[src/rtl/jts16b_busarb.sv]
// 68000 bus-master arbiter for the S16B on-board DMA/MCU devices.
// Round-robin grant over BRn/BGn/BGACKn with tenure limit and CPU gap.
module jts16b_busarb #(
  parameter int N    = 2,
  parameter int TOUT = 255,
  parameter int GAP  = 2
) (
  input  logic         clk,
  input  logic         rst,
  input  logic         cen,
  input  logic [N-1:0] dev_req,
  output logic [N-1:0] dev_gnt,
  output logic         cpu_brn,
  input  logic         cpu_bgn,
  output logic         cpu_bgackn,
  input  logic         cpu_asn,
  input  logic         cpu_dtackn,
  output logic [2:0]   owner,
  output logic         busy,
  output logic         tout_err
);

  localparam logic [7:0] TOUT_C = 8'(TOUT);
  localparam logic [2:0] GAP_C  = 3'(GAP);

  typedef enum logic [2:0] {
    S_IDLE, S_REQ, S_WAITBUS, S_OWN, S_REL, S_GAP
  } state_t;

  state_t      state_q;
  logic [N-1:0] gnt_q;
  logic        brn_q;
  logic        bgackn_q;
  logic [2:0]  owner_q;
  logic        busy_q;
  logic        tout_q;
  logic [7:0]  tcnt_q;
  logic [7:0]  tcnt_d;
  logic [2:0]  gap_q;
  logic [2:0]  gap_d;

  logic [2:0]   win;
  logic [N-1:0] win_oh;
  logic         hit;

  // first requester after the last owner, wrapping around
  always_comb begin
    win    = owner_q;
    win_oh = '0;
    hit    = 1'b0;
    for (int k = 1; k <= N; k++) begin
      for (int j = 0; j < N; j++) begin
        if (!hit && dev_req[j] && j == (int'(owner_q) + k) % N) begin
          win       = 3'(j);
          win_oh[j] = 1'b1;
          hit       = 1'b1;
        end
      end
    end
  end

  always_comb begin
    tcnt_d = (tcnt_q == TOUT_C) ? tcnt_q : tcnt_q + 8'd1;
    gap_d  = gap_q - 3'd1;
  end

  always_ff @(posedge clk) begin
    tout_q <= 1'b0;
    if (rst) begin
      state_q  <= S_IDLE;
      gnt_q    <= '0;
      brn_q    <= 1'b1;
      bgackn_q <= 1'b1;
      owner_q  <= 3'(N - 1);
      busy_q   <= 1'b0;
      tcnt_q   <= '0;
      gap_q    <= '0;
    end else if (cen) begin
      unique case (state_q)
        S_IDLE: begin
          if (|dev_req) begin
            state_q <= S_REQ;
            brn_q   <= 1'b0;
            busy_q  <= 1'b1;
          end
        end
        S_REQ: begin
          if (!cpu_bgn) begin
            state_q <= S_WAITBUS;
          end else if (!(|dev_req)) begin
            state_q <= S_IDLE;
            brn_q   <= 1'b1;
            busy_q  <= 1'b0;
          end
        end
        S_WAITBUS: begin
          if (cpu_asn && cpu_dtackn) begin
            brn_q <= 1'b1;
            if (hit) begin
              state_q  <= S_OWN;
              bgackn_q <= 1'b0;
              gnt_q    <= win_oh;
              owner_q  <= win;
              tcnt_q   <= '0;
            end else begin
              state_q <= S_GAP;
              gap_q   <= GAP_C;
            end
          end
        end
        S_OWN: begin
          tcnt_q <= tcnt_d;
          // a voluntary release wins over a coincident timeout
          if (!(|(dev_req & gnt_q))) begin
            state_q <= S_REL;
            gnt_q   <= '0;
          end else if (tcnt_d == TOUT_C) begin
            state_q <= S_REL;
            gnt_q   <= '0;
            tout_q  <= 1'b1;
          end
        end
        S_REL: begin
          state_q  <= S_GAP;
          bgackn_q <= 1'b1;
          gap_q    <= GAP_C;
        end
        S_GAP: begin
          gap_q <= gap_d;
          if (gap_d == 3'd0) begin
            state_q <= S_IDLE;
            busy_q  <= 1'b0;
          end
        end
        default: state_q <= S_IDLE;
      endcase
    end
  end

  assign dev_gnt    = gnt_q;
  assign cpu_brn    = brn_q;
  assign cpu_bgackn = bgackn_q;
  assign owner      = owner_q;
  assign busy       = busy_q;
  assign tout_err   = tout_q;

endmodule

[config.mk]
export PLATFORM = sky130hd
export DESIGN_NAME = jts16b_busarb
export DESIGN_NICKNAME = d
export VERILOG_FILES = /design/src/rtl/jts16b_busarb.sv
export SDC_FILE = /design/constraint.sdc
export NUM_CORES = 1
export LEC_CHECK = 0
export CORE_AREA = 2 2 57 59
export DETAILED_ROUTE_END_ITERATION = 10
export DIE_AREA = 0 0 59 61
export PLACE_DENSITY = 0.71
export SYNTH_ARGS = -nofsm -noshare
export SYNTH_HDL_FRONTEND = slang
export SYNTH_SLANG_ARGS = --single-unit
[constraint.sdc]
create_clock -name clk -period 1.8 [get_ports clk]
set_input_delay 0.36 -clock clk [delete_from_list [all_inputs] [get_ports clk]]
set_output_delay 0.36 -clock clk [all_outputs]
set_load 0.01 [all_outputs]
==> out/results.txt, run 1 <==
Number of buffer and inverter instances along the worst setup path - 3
Final antenna diode count - 0
Pre-CTS worst setup slack - -331 ps
Final-layout worst hold slack - 484 ps
Critical path depth in cells - 6
First-pass GRT wire length - 6580 um
Average size of a mapped cell - 7.92 sq um
Slowest stage delay, CP - 430 ps
Min cycle time layout - 1710 ps
Number of register bits inferred by synthesis - 21
CTS clk-pin slew, worst paths - 120 ps
Yosys synthesis warning count - 0
Worst slew margin relative to its limit - 66.8%
GRT Total Usage - 23.9%
Count of input and output buffers - 14
Via count - 1497
Share of the core filled with cells - 63.6%
Clock Skews - 8.95 ps
Maximum clock insertion buffer count - 2
Tcrit/Tclk final - 94.9%
Number of different library cells in the post-synthesis netlist - 52
Clock sinks - 21
Worst setup path end - tcnt_q[3]
Maximum number of pins on one net before global-route repair - 19
Site Rows - 20
Result of the run - finished, final reports clean
Final global-route overflow total - 0
Worst min-delay path category - register to register
Nets - 232
Launch instance of the worst register-to-register path - tcnt_q[0]
Crit-path slowest cell - clkdlybuf4s50_1
Core region area - 2950 sq um
Final setup margin - 91.3 ps
Beginning of the critical path - cpu_dtackn
Filler cell count - 277
CTS Root Buffer Type - clkbuf_4
Total negative slack - 0 ps
Critical path data arrival time - 1940 ps
Largest area contributor in the synthesized netlist - dfxtp_1
Total routed wirelength - 3810 um
Total placed cells including tap cells - 249
Cells traversed along the worst timing path - clkdlybuf4s50_1 > buf_4 > o211a_1 > o211ai_1 > inv_1 > a311oi_1
Final routed wire length divided by cell count - 15.1 um
Capturing point of the worst reg2reg path - state_q[2]
Final-report setup violation count - 0
Highest net fanout along the worst path - 5
Nature of the critical path startpoint - input port
Worst skew pair latency - 310 ps
Reg-to-reg slack, setup - 100 ps
Relative area change from synthesis to final layout - 36.2%
Starting utilization of the core area - 46.7%
List of most frequent post-synthesis cells - 21 x dfxtp_1, 18 x nand2_1, 17 x a21oi_1, 12 x nor2_1, 10 x nand3_1
Avg Vias per Cell - 5.92
Sequential fraction of the synthesis area - 30.5%
Worst path required time - 2030 ps
Share of flip-flops with an asynchronous set or reset after synthesis - 0%
Max Transition Viols Final - 0
Family with the most delay on the worst path - compound AO/OA/AOI/OAI gates
Hold buffer count at cts - 0
Worst IR drop on VDD - 0.434 mV
Power Total - 0.893 mW
Ratio of cells with drive above 1 in the final layout - 29.1%
Die X-Extent - 59 um
Number of cells on the worst reg-to-reg path - 7
Number of max-capacitance violations reported - 0
Final count of hold timing violations - 0
Weighted congestion reported at the end of routability-driven placement - 0.932
Category of the most critical setup path - input port to register
Cell area after synthesis - 1380 sq um
Initial antenna violation count - 0
Number of nets with antenna violations after routing - 0
Post-layout instance area - 1880 sq um
Dominant cell by count in the synthesized netlist - dfxtp_1
Most area-consuming cells after synthesis - dfxtp_1 31%, a21oi_1 6.2%, nand2_1 4.9%
Number of CTS-inserted buffers - 3
TritonCTS clock tree - yes
Syn Inst Count - 174
Fraction of post-synthesis cell area in the top cell type by area - 30.5%
Number of search-and-repair iterations in the first detailed-routing pass - 4
P_leak - 0.760 nW
Count of flip-flops with a built-in enable after synthesis - 0
Kind of capture point of the worst setup path - register
Top-level port count - 17
Post-detailed-placement cell area - 1790 sq um
Setup repair after global routing missed its margin - false
Total power density per cell area - 476 nW/um^2
Initial detailed-routing violation count - 97
Die extent in y - 61 um
Least-Margin Pin Slew - 496 ps
DPL Wire Length - 2890 um
Number of global-route vias before repair - 1492
Full die area - 3600 sq um
Filler-free cell count of the finished design - 253
Remaining design rule violation count - 0
H-tree depth reported by CTS - 1
Leading register cell type out of synthesis - dfxtp_1
Max frequency - 585 MHz
-- power breakdown --
group / internal [mW] / switching (mW)
logic: 0.0888 / 0.0784
registers: 0.475 / 0.0165
clock network: 0.0865 / 0.147
-- timing repair --
item	in CTS	in global routing
resized for setup	7	15
endpoints found under the setup margin	4	9
buffers inserted	0	1
pin swaps	3	6
-- flip-flops by register name, summed over array words and instances (netlist names) --
name	cells
busy	1
cpu_bgackn	1
cpu_brn	1
dev_gnt	2
gap_q	3
owner	1
state_q	3
tcnt_q	8
tout_err	1
-- metal layers --
layer	GRT usage, %	vias to the layer above	part of all wire (%)
met1	28.4	722	44
met5	0	-	0
met2	44.0	22	53
met4	8.44	0	1.4
met3	3.20	6	1.9
li1	-	747	-
-- kinds of logic after synthesis --
logic type / count (synthesis) / synth area share (%)
and+or+nand+nor: 72 / 28.7
AOI/OAI and AO/OA: 54 / 27.9
DFF: 21 / 30.5
buffers and inverters: 19 / 7.08
adders and majority gates: 3 / 2.73
muxes: 3 / 2.18
other: 1 / 0.272
xor gates and xnor gates: 1 / 0.636
-- how the worst min path moves through the flow --
stage / slack [ps] / cells after the start / end / startpoint
4_1_cts: 490 / 2 / cpu_bgackn / cpu_bgackn
3_3_place_gp: 450 / 2 / cpu_bgackn / cpu_bgackn
2_1_floorplan: 450 / 2 / gap_q[2] / gap_q[2]
6_report: 480 / 2 / cpu_bgackn / cpu_bgackn
3_5_place_dp: 460 / 2 / cpu_bgackn / cpu_bgackn
5_1_grt: 510 / 2 / cpu_bgackn / cpu_bgackn
-- worst register-to-register path: cells and delay by family, from the launching register on --
kind                     cells  cell delay (ps)
AO/OA/AOI/OAI                3              740
adder cells (fa/ha/maj)      1              170
buffers and inverters        1              160
flip-flops                   1              370
AND/OR/NAND/NOR              2              170
-- cell usage in the layout, fill, tap and decap left out, drive strengths merged, types with 3 or more instances in the layout --
master	instances
a31oi	6
inv	7
nor3b	3
and3	4
nand3	10
nand3b	3
mux2i	3
dfxtp	21
o21ai	5
buf	38
nand2	18
ha	3
o211ai	3
nor2b	4
nor3	8
a21oi	17
clkdlybuf4s50	12
clkbuf	4
nor2	12
-- layout make-up --
cell class,count,area (sq um),area share [%]
clock buffers,4,26.3,1.40
inverters,8,30.0,1.60
multi-input cells,135,915,48.7
flip-flops and latches,21,429,22.9
well taps,33,41.3,2.20
repair buffers,52,435,23.2
Note: power is estimated with default switching activity, not from simulation.
==> inputs of run 2 (changes only) <==
==> config.mk (replaced) <==
export PLATFORM = sky130hd
export DESIGN_NAME = jts16b_busarb
export DESIGN_NICKNAME = d
export VERILOG_FILES = /design/src/rtl/jts16b_busarb.sv
export SDC_FILE = /design/constraint.sdc
export NUM_CORES = 1
export LEC_CHECK = 0
export CORE_AREA = 2 2 53 55
export DETAILED_ROUTE_END_ITERATION = 10
export DIE_AREA = 0 0 55 57
export DONT_BUFFER_PORTS = 1
export PLACE_DENSITY = 0.72
export SYNTH_ARGS = -nofsm -noshare
export SYNTH_HDL_FRONTEND = slang
export SYNTH_SLANG_ARGS = --single-unit
==> out/results.txt, run 2 (synthesized netlist as in run 1, its figures left out) <==
TritonCTS clock tree - yes
Maximum number of pins on one net before global-route repair - 20 (+1)
Clock Skews - 1.03 ps (-7.92 ps)
Critical path data arrival time - 2000 ps (+60 ps)
Final-layout worst hold slack - 107 ps (-377 ps)
P_leak - 0.588 nW (-23%)
Most common cell after layout, fill and taps aside - nand2_1
Highest net fanout along the worst path - 5 (unchanged)
Result of the run - finished, final reports clean
Count of input and output buffers - 0 (-14)
CTS clk-pin slew, worst paths - 110 ps (about the same)
Max frequency - 573 MHz (-2.1%)
Starting utilization of the core area - 52.7% (+6.0 points)
Ratio of cells with drive above 1 in the final layout - 23.3% (-5.8 points)
Maximum clock insertion buffer count - 2 (unchanged)
Initial detailed-routing violation count - 36 (-63%)
Filler cell count - 231 (-17%)
Total routed wirelength - 3430 um (-10%)
Filler-free cell count of the finished design - 211 (-17%)
Avg Vias per Cell - 6.24 (+5.5%)
Total placed cells including tap cells - 207 (-17%)
Setup repair bufs after CTS - 0 (unchanged)
Final-report setup violation count - 0 (unchanged)
Max Transition Viols Final - 0 (unchanged)
Least-Margin Pin Slew - 507 ps (+10.6 ps)
Number of global-route vias before repair - 1244 (-17%)
Clock sinks - 21 (unchanged)
Worst path required time - 2050 ps (+20 ps)
First-pass GRT wire length - 5570 um (-15%)
Die extent in y - 57 um (-6.6%)
Initial antenna violation count - 0 (unchanged)
Min cycle time layout - 1750 ps (+36.3 ps)
CTS Root Buffer Type - clkbuf_4
Share of the core filled with cells - 60.8% (-2.8 points)
Final antenna diode count - 0 (unchanged)
Worst skew pair latency - 300 ps (about the same)
H-tree depth reported by CTS - 1 (unchanged)
Core region area - 2620 sq um (-11%)
Reg-to-reg slack, setup - 50 ps (-50 ps)
Kind of capture point of the worst setup path - register
Final global-route overflow total - 0 (unchanged)
Nets - 192 (-17%)
Largest Register - tcnt_q
Die X-Extent - 55 um (-6.8%)
Total negative slack - 0 ps (unchanged)
DPL Wire Length - 2430 um (-16%)
Remaining design rule violation count - 0 (unchanged)
Final count of hold timing violations - 0 (unchanged)
Number of search-and-repair iterations in the first detailed-routing pass - 4 (unchanged)
Regs by FF count - tcnt_q x8, gap_q x3, state_q x3
Worst IR drop on VDD - 0.343 mV (-21%)
GRT Total Usage - 23.7% (-0.17 points)
Total power density per cell area - 522 nW/um^2 (+9.7%)
Via count - 1317 (-12%)
Relative area change from synthesis to final layout - 15.3%
Number of CTS-inserted buffers - 3 (unchanged)
Number of nets with antenna violations after routing - 0 (unchanged)
Number of max-capacitance violations reported - 0 (unchanged)
Site Rows - 19 (-5.0%)
Top-level port count - 17 (unchanged)
Hold buffer count at cts - 0 (unchanged)
Worst slew margin relative to its limit - 66.0% (-0.71 points)
Full die area - 3140 sq um (-13%)
Final routed wire length divided by cell count - 16.3 um (+7.9%)
Tcrit/Tclk final - 96.9% (+2.0 points)
Weighted congestion reported at the end of routability-driven placement - 0.892 (-4.3%)
Worst min-delay path category - input port to register
Nature of the critical path startpoint - register
Most frequent cells in the layout - 18 x nand2_1, 16 x a21oi_1, 15 x dfxtp_1
Category of the most critical setup path - register to register
Power Total - 0.829 mW (-7.1%)
Largest register FFs - 8 (unchanged)
==> run 2: cell types whose count changed in the layout (fill, tap and decap cells not counted), moves of 2 or more <==
cell and delta:
o22ai_1 -2, o22ai_2 +2, dlygate4sd2_1 -2, clkdlybuf4s50_1 -12
inv_1 +2, inv_2 -2, nor3_1 -2, buf_4 -25
==> run 2: metal layers <==
| layer | vias to the layer above | share of wire (%) | track usage [%] |
|---|---|---|---|
| met5 | - | 0 | 0 |
| met1 | 615 | 43 | 31.0 |
| met4 | 0 | 1.8 | 7.32 |
| met2 | 31 | 51 | 39.8 |
| li1 | 664 | - | - |
| met3 | 7 | 3.8 | 3.14 |
==> run 2: metrics by stage <==
stage                     setup slack [ps]  cell area (sq um)
final                                 55.0               1590
after global routing                 -8.93               1590
after CTS                             13.7               1470
after detailed placement             -12.1               1440
after global placement                47.3               1440
after floorplan                       53.6               1380
==> run 2: critical path, cell delays in order, from the launching register on <==
cell       delay (ps)
dfxtp_2           370
ha_4              160
buf_4             120
a21oi_1            70
nor3_2            260
o2111ai_4         160
nor3_4            360
a221o_1           200
==> run 2: final timing paths <==
kind / from / endpoint / depth (start not counted)
worst max-delay path: tcnt_q[0] / state_q[2] / 7
worst min-delay path: rst / tcnt_q[1] / 1
worst max register to register: tcnt_q[0] / state_q[2] / 7
worst min register to register: gap_q[2] / gap_q[2] / 2
==> run 2: power by group <==
part           switching, mW  internal [mW]
registers             0.0189          0.475
logic                 0.0541         0.0547
clock network          0.140         0.0864
total                  0.213          0.616
==> run 2: layout make-up <==
| class | instances | area, sq um | share of cell area [%] |
|---|---|---|---|
| clock buffer | 4 | 26.3 | 1.65 |
| inverter | 8 | 30.0 | 1.89 |
| multi-input combinational | 135 | 976 | 61.4 |
| sequential | 21 | 428 | 26.9 |
| tap | 31 | 38.8 | 2.44 |
| timing repair buffer | 12 | 90.1 | 5.67 |
==> run 2: timing repair <==
action	CTS	global route
pin swaps	0	5
resized for setup	2	26
endpoints found under the setup margin	1	10
